`src/rtl/pla_preimage_search.sv`:
```
// Purpose : sweeps every input vector of an external combinational PLA and
//           reports which candidates drive it to a masked target output word.
// Ports   : clk/rst; start_i, first_only_i, abort_i control; target_i/care_i
//           are latched at start; cand_o goes to the PLA and dut_out_i comes
//           back from it; busy_o, done_o, found_o, result_o, match_cnt_o report.
// Latency : each candidate takes LAT+1 cycles. done_o pulses 2^IN_W*(LAT+1)+1
//           edges after the start edge, or (m+1)*(LAT+1)+1 edges when
//           first-only mode stops at its first match m.
// Backpr. : none. start_i is taken only in IDLE. abort_i acts only in SETTLE.
module pla_preimage_search #(
   parameter int IN_W  = 8,
   parameter int OUT_W = 7,
   parameter int LAT   = 0
) (
   input  logic              clk,
   input  logic              rst,
   input  logic              start_i,
   input  logic              first_only_i,
   input  logic              abort_i,
   input  logic [OUT_W-1:0]  target_i,
   input  logic [OUT_W-1:0]  care_i,
   output logic [IN_W-1:0]   cand_o,
   input  logic [OUT_W-1:0]  dut_out_i,
   output logic              busy_o,
   output logic              done_o,
   output logic              found_o,
   output logic [IN_W-1:0]   result_o,
   output logic [IN_W:0]     match_cnt_o
);

   typedef enum logic [1:0] {
      IDLE   = 2'd0,
      SETTLE = 2'd1,
      DONE   = 2'd2
   } state_t;

   // Settle count reloaded for every candidate. LAT is limited to 0..15.
   localparam logic [3:0] LAT_V = 4'(LAT);

   state_t              state;
   logic [3:0]          wcnt;
   logic [OUT_W-1:0]    tgt_q;
   logic [OUT_W-1:0]    care_q;
   logic                first_only_q;
   logic                hit;
   logic                last_cand;

   // The PLA is combinational, so its response to cand_o is already valid in
   // the same cycle. Bits with a 0 in the care mask are ignored.
   assign hit       = ((dut_out_i ^ tgt_q) & care_q) == '0;
   assign last_cand = (cand_o == '1);

   always_ff @(posedge clk or posedge rst) begin
      if (rst) begin
         state        <= IDLE;
         wcnt         <= '0;
         tgt_q        <= '0;
         care_q       <= '0;
         first_only_q <= 1'b0;
         cand_o       <= '0;
         busy_o       <= 1'b0;
         done_o       <= 1'b0;
         found_o      <= 1'b0;
         result_o     <= '0;
         match_cnt_o  <= '0;
      end else begin
         done_o <= 1'b0;
         case (state)
            IDLE: begin
               if (start_i) begin
                  tgt_q        <= target_i;
                  care_q       <= care_i;
                  first_only_q <= first_only_i;
                  cand_o       <= '0;
                  wcnt         <= LAT_V;
                  found_o      <= 1'b0;
                  result_o     <= '0;
                  match_cnt_o  <= '0;
                  busy_o       <= 1'b1;
                  state        <= SETTLE;
               end
            end

            SETTLE: begin
               if (abort_i) begin
                  // The results keep their partial values. No done_o pulse
                  // follows, so the caller knows the sweep did not finish.
                  busy_o <= 1'b0;
                  state  <= IDLE;
               end else if (wcnt != 4'd0) begin
                  wcnt <= wcnt - 4'd1;
               end else begin
                  if (hit) begin
                     // IN_W+1 bits can hold 2^IN_W, so the count cannot wrap.
                     match_cnt_o <= match_cnt_o + (IN_W+1)'(1);
                     if (!found_o) begin
                        found_o  <= 1'b1;
                        result_o <= cand_o;
                     end
                  end
                  // The all-ones candidate ends the sweep. The counter never
                  // wraps, so cand_o holds that value after the sweep.
                  if ((first_only_q && hit) || last_cand) begin
                     busy_o <= 1'b0;
                     state  <= DONE;
                  end else begin
                     cand_o <= cand_o + IN_W'(1);
                     wcnt   <= LAT_V;
                  end
               end
            end

            DONE: begin
               // start_i is ignored here. done_o is high for the single cycle
               // after this edge, and the FSM is back in IDLE by then.
               done_o <= 1'b1;
               state  <= IDLE;
            end

            default: begin
               busy_o <= 1'b0;
               state  <= IDLE;
            end
         endcase
      end
   end

endmodule

```
`config.mk`:
```
export PLATFORM = sky130hd
export DESIGN_NAME = pla_preimage_search
export DESIGN_NICKNAME = d
export VERILOG_FILES = /design/src/rtl/pla_preimage_search.sv
export SDC_FILE = /design/constraint.sdc
export NUM_CORES = 1
export LEC_CHECK = 0
export ABC_CLOCK_PERIOD_IN_PS = 2200
export CORE_ASPECT_RATIO = 1.75
export CORE_MARGIN = 2
export CORE_UTILIZATION = 52
export CTS_BUF_LIST = sky130_fd_sc_hd__clkbuf_8
export DETAILED_ROUTE_END_ITERATION = 7
export PLACE_DENSITY_LB_ADDON = 0.2
export SYNTH_ARGS = -nofsm -noshare
export SYNTH_HDL_FRONTEND = slang
export SYNTH_SLANG_ARGS = --single-unit
```
`constraint.sdc`:
```
create_clock -name clk -period 2.2 [get_ports clk]
set_input_delay 0.55 -clock clk [delete_from_list [all_inputs] [get_ports clk]]
set_output_delay 0.55 -clock clk [all_outputs]
set_load 0.02 [all_outputs]
```
## Word level (Yosys, flattened, before mapping)

Cells that the tools add are included.

- Add/sub/neg operators: 3
- Equality and inequality tests: 12
- Mux-type cells: 36
- Bitwise gates (word level): 3
- Reductions and logical operators: 13

Operators with widths:

| cell | number |
|---|---|
| 2-to-1 mux 8 bit | 8 |
| 2-to-1 mux 9 bit | 4 |
| one-hot mux 8 bit (2 select lines) | 2 |
| one-hot mux 9 bit (2 select lines) | 1 |
| 2-to-1 mux 4 bit | 4 |
| inequality test 2 bit, second input constant | 6 |
| AND reduction 5 bit | 2 |
| adder 9 x 1 -> 9 bit, second input constant | 1 |
| 2-to-1 mux 1 bit | 9 |
| inequality test 3 bit, second input constant | 3 |
| adder 8 x 1 -> 8 bit, second input constant | 1 |
| == test 8 bit, second input constant | 1 |
| 2-to-1 mux 2 bit | 4 |
| one-hot mux 4 bit (2 select lines) | 1 |
| AND reduction 4 bit | 2 |
| bitwise AND 7 bit | 1 |
| logical NOT 7 bit | 1 |
| bitwise XOR 7 bit | 1 |
| AND reduction 6 bit | 1 |
| one-hot mux 2 bit (2 select lines) | 1 |
| nonzero test 4 bit | 1 |
| subtractor 4 x 1 -> 4 bit, second input constant | 1 |
| one-hot mux 1 bit (3 select lines) | 1 |
| AND reduction 3 bit | 1 |
| other kinds (9) | 9 |

- Register bits: 49
- Word-level logic and storage cells: 78

## Depth between registers and ports, before layout

- Word-level depth: 9
- Gate-level depth with buffers: 9

## Least setup slack after synthesis

OpenSTA, ideal clock, no wires.

- Path type: register to register
- From: reg cand_o[0]
- To: reg cand_o[0]
- Library setup time: 0.128 ns
- Arrival time: 1.956 ns
- Data required time: 2.072 ns
- Slack: 0.116 ns
- Stages on the path, launching flop included: 9
- Path buffers: 1
- Clock period less this slack: 2.084 ns
- Path through: dfrtp_1 -> ha_1 -> nand3_1 -> nor2_1 -> and3_1 -> a21o_1 -> buf_6 -> nor2_1 -> mux2_1

- Longest elaborated chain between the ends: 5
- Elaborated cells on any way between the ends: 9
- Classes of those cells: add/sub: 1; eq/ne: 2; mux: 4; reduce/logical: 2

RTL lines:

| what | line | source |
|---|---|---|
| start, declared | 22 | `output logic [IN_W-1:0] cand_o,` |
| start signal, assigned | 107 | `cand_o <= cand_o + IN_W'(1);` |
| adder 8 x 1 -> 8 bit | 107 |  |
| 2-to-1 mux 8 bit | 103 | `if ((first_only_q && hit) \|\| last_cand) begin` |
| 2-to-1 mux 8 bit | 90 | `end else if (wcnt != 4'd0) begin` |
| 2-to-1 mux 8 bit | 85 | `if (abort_i) begin` |
| one-hot mux 8 bit (2 select lines) | 68 | `case (state)` |

Parallel ways exist; a longest one is shown, timed or not. The select of a mux whose other input is x is not followed.
A chain may end at the register's enable or synchronous reset.

## Worst setup path after layout

- From: in dut_out_i[5]
- To: reg match_cnt_o[6]

- Longest elaborated chain between the ends: 5

RTL lines:

| what | line | source |
|---|---|---|
| start, declared | 23 | `input logic [OUT_W-1:0] dut_out_i,` |
| bitwise XOR 7 bit | 50 | `assign hit = ((dut_out_i ^ tgt_q) & care_q) == '0;` |
| bitwise AND 7 bit | 50 |  |
| logical NOT 7 bit | 50 |  |
| inequality test 2 bit (no line) | - |  |
| AND reduction 5 bit (no line) | - |  |
| end signal, assigned | 95 | `match_cnt_o <= match_cnt_o + (IN_W+1)'(1);` |
| end, declared | 28 | `output logic [IN_W:0] match_cnt_o` |

No other way between the ends.

==> results.sh <==
export IMPL_cts_tree="done"
export IMPL_r2r_start="cand_o[0]"
export IMPL_final_setup_viol_count=2
export IMPL_power_switching_w=0.001285
export IMPL_endpoint="match_cnt_o[6]"
export IMPL_cts_htree_levels=2
export IMPL_max_slew_worst_pin_slew_ps=464.8
export IMPL_combPwrFrac_pct=44.2
export IMPL_synth_edf_count=0
export IMPL_port_buffers=53
export IMPL_power_share_clock_pct=15.4
export IMPL_ys_types=39
export IMPL_r2r_end="cand_o[3]"
export IMPL_die_y_um=93.40
export IMPL_maxSlewViolCount=0
export IMPL_gp_congestion=0.8274
export IMPL_dr_pass1_iters=5
export IMPL_synth_area_leaders="dfrtp_1 (52%), nand2_1 (12%), xor2_1 (3.7%)"
export IMPL_core_mm2=0.004404
export IMPL_row_count=32
export IMPL_nFillCells=344
export IMPL_routed_wl_mm=5.486
export IMPL_synthCells=259
export IMPL_hold_buffers=0
export IMPL_yosysMostFrequentCell="nand2_1"
export IMPL_drv_cap=0
export IMPL_synthXorXnorAreaFrac_pct=4.426
export IMPL_first_global_vias=2128
export IMPL_start_util_pct=53.92
export IMPL_grt_usage_pct=23.85
export IMPL_synth_ff_type="dfrtp_1"
export IMPL_hold_start="result_o[5]"
export IMPL_multi_input_area_mm2=0.001171
export IMPL_fin_nets=362
export IMPL_postSynth_asyncResetShare_pct=100.0
export IMPL_regArea_mm2=0.001226
export IMPL_finalCritPeriodShare_pct=101.2
export IMPL_clkTransAtPathRegs_ps=80
export IMPL_num_vias=2109
export IMPL_grt_ovfl_total=0
export IMPL_syn_to_final_growth_pct=38.72
export IMPL_hpwlAfterDp_mm=4.078
export IMPL_syn_nets=289
export IMPL_n_antenna_cell=0
export IMPL_synth_compound_area_share_pct=12.64
export IMPL_seq_area_frac_synth_pct=51.63
export IMPL_antenna_found_initial=0
export IMPL_synthSimpleGateAreaFrac_pct=25.50
export IMPL_internal_power_w=0.002077
export IMPL_ir_worst_vdd_mv=0.9139
export IMPL_timing_slew_headroom_pct=68.90
export IMPL_grt_max_degree=30
export IMPL_status="finished with violations"
export IMPL_p_per_area_mw_per_mm2=1021
export IMPL_synth_top_area_share_pct=51.63
export IMPL_worst_hold_path_type="register to register"
export IMPL_yosys_area_top_type="dfrtp_1"
export IMPL_p_sw_share_pct=38.22
export IMPL_clk_latency_ps=290
export IMPL_crit_type="input port to register"
export IMPL_fin_cells=383
export IMPL_fin_crit_ps=2226
export IMPL_worstSetupStartpointType="input port"
export IMPL_dp_cells=375
export IMPL_crit_path_max_incr_delay_ps=420
export IMPL_synth_commonest_cells="nand2_1 (77), dfrtp_1 (49), o21ai_0 (16)"
export IMPL_worstSetupEndpointType="register"
export IMPL_ys_seq_elements=49
export IMPL_final_cell_area_mm2=0.003294
export IMPL_yosys_area_share_adder_pct=2.107
export IMPL_cp_startpoint="dut_out_i[5]"
export IMPL_r2r_slack_ps=210
export IMPL_ctsRootBufferMaster="clkbuf_8"
export IMPL_cts_sinks=49
export IMPL_synth_top_family_by_area="simple AND/OR/NAND/NOR gates"
export IMPL_place_area_mm2=0.003104
export IMPL_drc=0
export IMPL_power_w=0.003363
export IMPL_wire_per_inst_um=14.32
export IMPL_fp_dieW_um=55.09
export IMPL_required_ps=2440
export IMPL_r2r_cells=7
export IMPL_critPathArrivalTime_ps=2460
export IMPL_seqPwrFrac_pct=40.4
export IMPL_dr_first_iter_drc_count=53
export IMPL_drive_above_1_share_pct=13.86
export IMPL_leakagePower_nw=1.546
export IMPL_yosys_warnings=0
export IMPL_layout_setup_ws_ps=-25.77
export IMPL_vias_per_cell=5.507
export IMPL_grt_pass1_wl_mm=9.170
export IMPL_path_cells="clkdlybuf4s50_1, xor2_1, a222oi_1, and3_4, nand2_1, buf_4, o21ai_0, a21o_1"
export IMPL_worst_path_max_fanout=9
export IMPL_hold_viol=0
export IMPL_skew_ps=7.428
export IMPL_io_pins=54
export IMPL_synth_area_mm2=0.002375
export IMPL_clock_tree_buffer_depth=2
export IMPL_critPathSlowestCell="clkdlybuf4s50_1"
export IMPL_dieArea_mm2=0.005145
export IMPL_fmax_ghz=0.4493
export IMPL_syn_area_per_cell_um2=9.169
export IMPL_drtAntennaViolNets=0
export IMPL_failed_checks="negative setup slack"
export IMPL_synthMuxAreaShare_pct=0.8957
export IMPL_cts_buffers=5
worst min-delay path by stage:
stage,endpoint,slack [ps],depth (start not counted)
after floorplan,tgt_q[0],470,2
after CTS,result_o[2],490,2
final,result_o[5],490,2
after detailed placement,result_o[2],470,2
after global routing,result_o[2],530,2
after global placement,result_o[3],460,2
final cells by class:
cell class	count	area share, %
multi-input cells	196	35.55
clock inverters	1	0.1139
well taps	51	1.937
clock buffers	6	2.507
inverters	5	0.5697
flip-flops and latches	49	37.22
repair buffers	75	22.10
cell usage in the layout (no fill, tap or decap), types with 2 or more instances in the layout:
| cell | Yosys | layout |
|---|---|---|
| o21ai_0 | 16 | 16 |
| buf_12 | 0 | 2 |
| a21o_1 | 5 | 4 |
| nor2b_1 | 2 | 2 |
| nand4_1 | 2 | 2 |
| clkdlybuf4s50_1 | 0 | 50 |
| and3_1 | 6 | 5 |
| nand2_1 | 77 | 77 |
| clkbuf_8 | 0 | 6 |
| ha_1 | 4 | 4 |
| xnor2_1 | 2 | 2 |
| inv_1 | 5 | 5 |
| xor2_1 | 10 | 5 |
| buf_4 | 0 | 20 |
| or3_1 | 4 | 4 |
| xor2_2 | 0 | 5 |
| nor3_1 | 5 | 4 |
| nand3_1 | 11 | 11 |
| dlymetal6s2s_1 | 0 | 3 |
| nor3b_1 | 5 | 2 |
| o21ai_1 | 2 | 2 |
| dfrtp_1 | 49 | 49 |
| nor2_1 | 9 | 9 |
| o31ai_1 | 3 | 3 |
| a22oi_1 | 5 | 5 |
| a21oi_2 | 0 | 2 |
| a21oi_1 | 8 | 6 |
| nor3b_2 | 0 | 3 |
| nand2b_1 | 4 | 4 |
state kept, by name, indices dropped and copies added (netlist names):
name,cells
match_cnt_o,9
state,2
found_o,1
care_q,7
first_only_q,1
wcnt,4
cand_o,8
tgt_q,7
result_o,8
done_o,1
busy_o,1
cell families after synthesis:
| logic type | after synthesis |
|---|---|
| buf+inv | 14 |
| compound gates | 47 |
| fa+ha+maj | 4 |
| simple gates | 131 |
| mux | 2 |
| xor+xnor | 12 |
| flops | 49 |
per-stage QoR:
| step | utilization, % | hold slack, ps | TNS, ps | worst slack, ps |
|---|---|---|---|---|
| after global placement | 70.48 | 460.6 | -6923 | -287.1 |
| after global routing | 74.80 | 527.0 | -751.0 | -117.0 |
| final | 74.80 | 488.4 | -28.56 | -25.77 |
| after CTS | 72.61 | 491.7 | -0.1226 | -0.1226 |
| after floorplan | - | 465.5 | 0 | 116.2 |
| after detailed placement | 70.48 | 471.7 | -7424 | -326.5 |
metal layers:
| layer | part of all wire [%] | routed length, um | global-route usage [%] | vias up |
|---|---|---|---|---|
| met5 | 0 | 0 | 0 | - |
| met4 | 1.1 | 61 | 7.114 | 0 |
| met3 | 3.3 | 179 | 3.514 | 8 |
| met2 | 56 | 3066 | 43.45 | 57 |
| met1 | 40 | 2179 | 27.10 | 1017 |
| li1 | - | - | - | 1027 |
power groups by stage:
stage | sequential [W] | clock, W | combinational [W]
detailed placement | 0.00135 | 0 | 0.00139
global placement | 0.00134 | 0 | 0.00136
global route | 0.00139 | 0.000571 | 0.00165
floorplan | 0.00138 | 0 | 0.000776
finish | 0.00136 | 0.000518 | 0.00149
CTS | 0.00134 | 0.000538 | 0.00140
worst max-delay path, delay by kind of cell:
kind,cells,cell delay (ps)
AND/OR/NAND/NOR,2,400
AO/OA/AOI/OAI,3,710
XOR/XNOR,1,180
buffers and inverters,2,610
what timing repair did:
| action | 4_1_cts | 5_1_grt |
|---|---|---|
| endpoints found under the setup margin | 2 | 25 |
| resized for setup | 1 | 18 |
| pin swaps | 0 | 5 |
| setup buffers | 0 | 1 |
| cloned | 0 | 0 |
Power figures use the tool's default switching activity.
